[config.mk]
export PLATFORM = sky130hd
export DESIGN_NAME = reg_write_arbiter
export DESIGN_NICKNAME = d
export VERILOG_FILES = /design/src/rtl/reg_write_arbiter.sv
export SDC_FILE = /design/constraint.sdc
export NUM_CORES = 1
export LEC_CHECK = 0
export ABC_CLOCK_PERIOD_IN_PS = 4000
export BUFFER_PORTS_ARGS = -buffer_cell sky130_fd_sc_hd__buf_2
export CORE_MARGIN = 5
export CORE_UTILIZATION = 29
export DETAILED_ROUTE_END_ITERATION = 7
export GPL_ROUTABILITY_DRIVEN = 0
export PLACE_DENSITY = 0.66
export SYNTH_ARGS = -nofsm -noshare
export SYNTH_HDL_FRONTEND = slang
export SYNTH_SLANG_ARGS = --single-unit
export TNS_END_PERCENT = 10
[constraint.sdc]
create_clock -name clk -period 4 [get_ports clk]
set_clock_uncertainty 0.05 [all_clocks]
set_input_delay 0 -clock clk [delete_from_list [all_inputs] [get_ports clk]]
set_output_delay 0 -clock clk [all_outputs]
set_load 0.005 [all_outputs]
[src/rtl/reg_write_arbiter.sv]
// Two-requester round-robin write-port arbiter with locked multi-beat ownership,
// driving a single registered write port into a 32x32 register bank.
module reg_write_arbiter #(
  parameter int DATA_W = 32,
  parameter int ADDR_W = 5
) (
  input  logic              clk,
  input  logic              reset,
  input  logic              req0_valid,
  input  logic [ADDR_W-1:0] req0_addr,
  input  logic [DATA_W-1:0] req0_data,
  input  logic              req0_lock,
  output logic              req0_ready,
  input  logic              req1_valid,
  input  logic [ADDR_W-1:0] req1_addr,
  input  logic [DATA_W-1:0] req1_data,
  input  logic              req1_lock,
  output logic              req1_ready,
  output logic              wr_en,
  output logic [ADDR_W-1:0] wr_addr,
  output logic [DATA_W-1:0] wr_data,
  output logic [1:0]        owner
);

  typedef enum logic [1:0] {
    IDLE = 2'b00,
    OWN0 = 2'b01,
    OWN1 = 2'b10
  } state_e;

  state_e              state_q, state_d;
  logic                last_q, last_d;
  logic                grant0, grant1;
  logic                wr_en_q, wr_en_d;
  logic [ADDR_W-1:0]   wr_addr_q, wr_addr_d;
  logic [DATA_W-1:0]   wr_data_q, wr_data_d;

  // Grant/next-state logic; ready is gated by reset so nothing transfers while held.
  always_comb begin
    grant0  = 1'b0;
    grant1  = 1'b0;
    state_d = state_q;
    last_d  = last_q;
    unique case (state_q)
      IDLE: begin
        grant0 = req0_valid && (!req1_valid || last_q);
        grant1 = req1_valid && (!req0_valid || !last_q);
      end
      OWN0:    grant0 = req0_valid;
      OWN1:    grant1 = req1_valid;
      default: state_d = IDLE;
    endcase
    if (!reset) begin
      grant0 = 1'b0;
      grant1 = 1'b0;
    end
    if (grant0) begin
      state_d = req0_lock ? OWN0 : IDLE;
      last_d  = 1'b0;
    end else if (grant1) begin
      state_d = req1_lock ? OWN1 : IDLE;
      last_d  = 1'b1;
    end
  end

  // Write port: register 0 is hardwired zero, so its beats update addr/data but not enable.
  always_comb begin
    wr_en_d   = 1'b0;
    wr_addr_d = wr_addr_q;
    wr_data_d = wr_data_q;
    if (grant0) begin
      wr_en_d   = (req0_addr != '0);
      wr_addr_d = req0_addr;
      wr_data_d = req0_data;
    end else if (grant1) begin
      wr_en_d   = (req1_addr != '0);
      wr_addr_d = req1_addr;
      wr_data_d = req1_data;
    end
  end

  always_ff @(posedge clk or negedge reset) begin
    if (!reset) begin
      state_q   <= IDLE;
      last_q    <= 1'b1;
      wr_en_q   <= 1'b0;
      wr_addr_q <= '0;
      wr_data_q <= '0;
    end else begin
      state_q   <= state_d;
      last_q    <= last_d;
      wr_en_q   <= wr_en_d;
      wr_addr_q <= wr_addr_d;
      wr_data_q <= wr_data_d;
    end
  end

  assign req0_ready = grant0;
  assign req1_ready = grant1;
  assign wr_en      = wr_en_q;
  assign wr_addr    = wr_addr_q;
  assign wr_data    = wr_data_q;
  assign owner      = state_q;

endmodule

==> impl_results.md, run 1 <==
- Status: finished clean
- CTS Sinks: 41
- Drt first pass iters: 4
- Setup Buffers After CTS: 0
- First-pass GRT wire length: 11.0 mm
- Adder-Cell Fraction of Synth Area: 0%
- # rows: 29
- Pleak: between 1.5 and 2 nW
- Max-cap violations: 0
- Hold Path Class: in2reg
- Ratio of cells with drive above 1 in the final layout: 39.7%
- Cells after Synth: 157
- Synth Register Bits: 41
- Yosys top cell area share: 52.9%
- Layout area overhead: 73.9%
- Fin. Hold Viols: 0
- Number of port buffers: 121
- Core ar.: between 6000 and 7000 sq um
- Grt total ovfl: 0
- Via count: 2,111
- Clock Tree Root: clkbuf_8
- Worst slew pin tran: 1.24 ns
- Initial Util: between 20% and 30%
- CTS H-tree depth: 2
- DIE AREA: 8240 sq um
- Reg area: 1030 sq um
- DRT Wirelength: 6.61 mm
- Tcrit/Tclk final: between 70% and 80%
- Clk Latency, worst-skew pair: about 0.28 ns
- PwrDens: 417 nW/um^2
- Synth top cells by count: 40 x dfrtp_1, 37 x and3_1, 36 x a221o_1
- CTS buffer count: 5
- Register area share after synthesis: 54.3%
- Async SR Flop Fraction: between 90% and 100%
- Fill cell count: 568
- Peak VDD IR: 194 uV
- Required time of the critical path: 4.11 ns
- Synth Area in XOR/XNOR: 0%
- Min-delay src: req1_data[24]
- Wire per inst: 15.8 um
- Die X: 90.8 um
- Antenna viol nets, final: 0
- Critical path capture point type: register
- Clock power frac: 20.2%
- Multi-input gate area: between 700 and 800 sq um
- TritonCTS clock tree: done
- Comb power frac: 36.9%
- Switch Pwr: a little under 400 uW
- Post-synth EDFFs: 0
- Mux cell area share after synthesis: 0%
- Top Ports: 122
- Fin crit period: 2.97 ns
- Hpwl dp: 3.90 mm
- Min-Delay Endpoint: wr_data[24]
- Slew Viols, Final: 0
- Final setup TNS: 0 ns
- Via-to-Cell Ratio: 5.06
- Final setup fails: 0
- Int Pwr: slightly below 1 mW
- Largest net degree at the start of global routing: between 40 and 50
- Mapped Area: around 1900 sq um
- Synth Flop Type: dfrtp_1
- R2R depth: 4
- Post-Synth Simple-Gate Area: about 17%
- RSZ-0062 raised after global routing: false
- FF-to-FF Start: last_q
- Largest area contributor in the netlist: dfrtp_1
- Main area contributors after synthesis: dfrtp_1 53%, a221o_1 19%, and3_1 12%
- R2R Path End: wr_data[17]
- GRT Overall Usage: 16.2%
- Clock transition at path regs: 0.08 ns
- Vias in the first global route: 2,256
- Initial DRC Count: 83
- Yosys warnings: 0
- Mapped Avg Cell Area: 12.0 sq um
- Main combinational cell family by area after synthesis: compound AO/OA/AOI/OAI gates
- R2R setup slack: 1.03 ns
- DRC: 0
- CP max FO: 37
- WP data arrival: 3.08 ns
- Ant diodes: 0
- Clock Path Buffers: 2
- Peak Freq: between 0.3 and 0.4 GHz
- Die height: a little over 90 um
- Unique cell type count in the Yosys netlist: 24
- CP Launch Type: register
- Worst hold slack: 0.00472 ns
- Max-slew headroom: 16.8%
- Initial antenna violation count: 0
- Syn nets: 237
- Hold Crit Depth: 3
- Sequential share of power: 42.9%
- # nets final: around 420
- Worst Setup Path Type: reg2reg
- Sw frac: around 29%
- Most instantiated library cell after synthesis: dfrtp_1
- Synth Area in Compound Gates: 22.2%
## stage by stage
step	area (sq um)	setup slack, ns	util (%)	std cells	power, mW
after global placement	2520	1.68	39.7	341	0.961
after global routing	3290	0.872	51.8	417	1.46
after floorplan	1890	2.28	-	157	0.777
after detailed placement	2520	1.66	39.7	341	0.966
final	3290	1.03	51.8	417	1.37
after CTS	3280	1.11	51.7	416	1.38
## worst max-delay path by stage
stage	start	end	slack, ns	cells past startpoint
floorplan	owner[0]	wr_data[4]	2.28	5
global placement	last_q	wr_data[18]	1.68	3
detailed placement	last_q	wr_data[12]	1.66	3
finish	last_q	wr_data[17]	1.03	4
global route	last_q	wr_data[17]	0.87	4
CTS	last_q	wr_data[17]	1.11	4
## cell families after synthesis
group | count (synthesis)
AOI/OAI and AO/OA | 43
buffers and inverters | 20
DFF | 41
and+or+nand+nor | 53
## worst max-delay path, stage by stage (launching register included)
cell           delay (ns)
dfstp_2              0.55
nand3b_1             0.83
and3_1               0.56
a221o_1              0.27
dlygate4sd3_1        0.57
## repair_timing
| item | 4_1_cts | 5_1_grt |
|---|---|---|
| endpoints found under the hold margin | 48 | 1 |
| resized for setup | 0 | 0 |
| hold buffers | 67 | 1 |
## metal layers
layer | wire length (um) | up-vias | global-route usage [%]
met5 | 0 | - | 0
met4 | 44 | 0 | 3.30
met3 | 482 | 6 | 4.67
met2 | 3320 | 92 | 28.8
met1 | 2760 | 1023 | 19.4
li1 | - | 990 | -
## state kept, by name, indices dropped and copies added, names as in the netlist
register and flops:
wr_data 32, wr_en 1, owner 2, last_q 1, wr_addr 5
## cells in the final DEF (no fill, tap or decap), types with 2 or more instances in the layout
master,count
clkbuf_1,2
dlygate4sd3_1,68
and2b_2,2
dfrtp_1,40
and3_1,37
nor2_1,4
nand2_1,2
buf_4,2
clkbuf_8,6
a221o_1,36
a32o_1,2
buf_2,121
nor3_1,2
inv_1,4
## final cells by class
class | count | share of cell area, %
Inverter | 4 | 0.456
Multi-Input combinational cell | 96 | 23.1
Clock buffer | 8 | 2.74
Sequential cell | 41 | 31.2
Tap cell | 77 | 2.93
Timing Repair Buffer | 191 | 39.5
## power by group through the flow
| stage | combinational [mW] | clock, mW | sequential [mW] |
|---|---|---|---|
| finish | 0.506 | 0.277 | 0.588 |
| global route | 0.553 | 0.308 | 0.602 |
| CTS | 0.501 | 0.290 | 0.585 |
| detailed placement | 0.378 | 0 | 0.588 |
| global placement | 0.370 | 0 | 0.590 |
| floorplan | 0.179 | 0 | 0.598 |
Note: power is estimated with default switching activity, not from simulation.
==> run 2: changes to the inputs <==
ABC_AREA = 1   (was default)
ABC_CLOCK_PERIOD_IN_PS = 2800   (was 4000)
PLACE_DENSITY = 0.65   (was 0.66)
clock period = 2.8 ns   (was 4 ns; I/O delays follow)
==> impl_results.md, run 2 <==
- Worst Setup Path Type: in2reg
- Fin. Hold Viols: 0
- FF-to-FF Start: owner[1]
- Die height: roughly 93 um
- Initial antenna violation count: 0
- Largest net degree at the start of global routing: 41
- Setup Buffers After CTS: 0
- Synth Flop Type: dfrtp_1
- Antenna viol nets, final: 0
- Max reg flops: 32
- Commonest cells after routing, fill and taps aside: 120 x buf_2, 85 x nand2_1, 79 x dlygate4sd3_1
- Top sig layer: met4
- Fin crit period: 2.53 ns
- Synth top cells by count: 85 x nand2_1, 76 x nand3_1, 40 x dfrtp_1
- Main area contributors after synthesis: dfrtp_1 51%, nand3_1 19%, nand2_1 16%
- Die X: around 93 um
- Via count: about 2.3k
- CTS Sinks: 41
- Max incr delay on CP: 0.60 ns
- Cells after Synth: 236
- Slew Viols, Final: 0
- Grt total ovfl: 0
- Critical path capture point type: register
- CP max FO: 38
- Peak VDD IR: 217 uV
- DIE AREA: 8570 sq um
- RSZ-0062 raised after global routing: false
- Core ar.: 6720 sq um
- Yosys top cell area share: 50.6%
- Register area share after synthesis: ~52%
- Drt first pass iters: 4
- Max-cap violations: 0
- Tcrit/Tclk final: approximately nine tenths
- Peak Freq: approximately 0.4 GHz
- Met3 WL: 479 um
- Number of port buffers: 121
- Initial Util: between 20% and 30%
- Top Ports: 122
- Status: finished clean
- Fill cell count: 671
- # rows: 30
- Clock Tree Root: clkbuf_8
- CP Cell Sequence: dlygate4sd3_1 > clkbuf_4 > nand3_2 > nand2_2 > inv_2 > nand2_1 > nand3_1 > dlygate4sd3_1
- Required time of the critical path: 2.97 ns
- Synth Register Bits: between 40 and 50
- Setup WS pre-CTS: 0.893 ns
- Post-synth EDFFs: 0
- Multi-input gate area: 768 sq um
- Initial DRC Count: 76
- Clock transition at path regs: approximately 0.080 ns
- Finished layout cell area: around 3400 sq um
- Vias in the first global route: around 2.5k
- Ant diodes: 0
- First-pass GRT wire length: around 11 mm
- Mapped Area: about 2000 sq um
- Hold Path Class: in2reg
- Ratio of cells with drive above 1 in the final layout: 32.0%
- CTS buffer count: 5
- Unique cell type count in the Yosys netlist: 19
- Layout area overhead: 72.9%
- Met2 wire len: 3.45 mm
- Pleak: 1.78 nW
- M1 WL: ~2.8 mm
- Final setup fails: 0
- GRT Overall Usage: between 10% and 20%
- Reg area: 1030 sq um
- Commonest non-fill, non-tap cell in the layout: buf_2
- PwrDens: a little under 600 nW/um^2
- CTS H-tree depth: 2
- Fin worst setup slack: 0.273 ns
- Mapped Avg Cell Area: 8.38 sq um
- CP Launch Type: primary input
- DRC: 0
- DRT Wirelength: 6.86 mm
- Placed Area: roughly 2500 sq um
- Slowest CP cell: inv_2
- Largest area contributor in the netlist: dfrtp_1
- Most Frequent Cell on Critical Path: dlygate4sd3_1
- Final setup TNS: 0 ns
- Worst slew pin tran: 0.671 ns
- Syn nets: about 320
- Wire per inst: 13.4 um
- Max-slew headroom: 55.3%
- # nets final: 510
- TritonCTS clock tree: done
- Clock Path Buffers: 2
- WP data arrival: 2.70 ns
- Critical Path Source: reset
- Min-delay src: req0_valid
- Most instantiated library cell after synthesis: nand2_1
- Via-to-Cell Ratio: around 4.5
- Async SR Flop Fraction: 100%
- Hpwl dp: 4.28 mm
- Yosys warnings: 0
- Clk Latency, worst-skew pair: ~0.29 ns
==> run 2: changes by cell type after synthesis, moves of 3 or more <==
cell      change
buf_4         +5
clkbuf_1      -9
nand3_1      +76
inv_2         +4
and3_1       -37
buf_8         +3
nand2_1      +83
a221o_1      -36
==> run 2: kinds of logic (layout without fill, tap and decap cells) <==
family | Yosys count | count (layout) | share of synthesized area, %
compound gates | 4 | 4 | 1.20
simple gates | 169 | 169 | 37.6
buf+inv | 22 | 217 | 9.23
flops | 41 | 41 | 51.9
==> run 2: final cells by class <==
class | instances | share of cell area [%]
timing repair buffer | 203 | 41.6
sequential | 41 | 30.0
multi-input combinational | 173 | 22.5
tap | 80 | 2.93
clock buffer | 8 | 2.34
inverter | 6 | 0.659
==> run 2: worst paths after layout <==
check | to | slack, ns | depth (start not counted)
setup / recovery | wr_data[19] | 0.27 | 8
hold / removal | owner[1] | 0.08 | 4
setup reg to reg | wr_data[19] | 0.45 | 7
hold reg to reg | last_q | 0.44 | 2
max in group asynchronous | wr_data[21] | 1.97 | 3
min in group asynchronous | wr_data[8] | 0.13 | 2
==> run 2: power breakdown <==
| part | total (mW) | switching [mW] | internal (mW) |
|---|---|---|---|
| sequential | 0.834 | 0.0872 | 0.747 |
| clock | 0.364 | 0.187 | 0.177 |
| combinational | 0.780 | 0.326 | 0.454 |
| total | 1.98 | 0.600 | 1.38 |
==> run 2: timing repair <==
item | in CTS | in global routing
hold buffers | 79 | 0
setup endpoints to repair | 0 | 33
endpoints found under the hold margin | 59 | 0
gates resized for setup | 0 | 1
==> run 2: layer usage <==
| layer | GRT usage [%] | vias to the layer above |
|---|---|---|
| met5 | 0 | - |
| met4 | 4.70 | 0 |
| met3 | 4.39 | 14 |
| met2 | 29.6 | 82 |
| met1 | 18.5 | 1053 |
| li1 | - | 1159 |
==> run 2: worst max-delay path, delay by kind of cell <==
kind                   cells  cell delay [ns]
buffers and inverters      4             1.97
and+or+nand+nor            4             0.69
==> run 2: through the flow <==
| stage | instances | utilization [%] | total power [mW] | hold slack, ns |
|---|---|---|---|---|
| global route | 511 | 50.9 | 2.13 | 0.0968 |
| global placement | 424 | 37.9 | 1.37 | -0.0426 |
| floorplan | 236 | - | 1.13 | -0.346 |
| finish | 511 | 50.9 | 1.98 | 0.0840 |
| CTS | 511 | 50.9 | 2.00 | 0.0772 |
| detailed placement | 424 | 37.9 | 1.38 | -0.0277 |
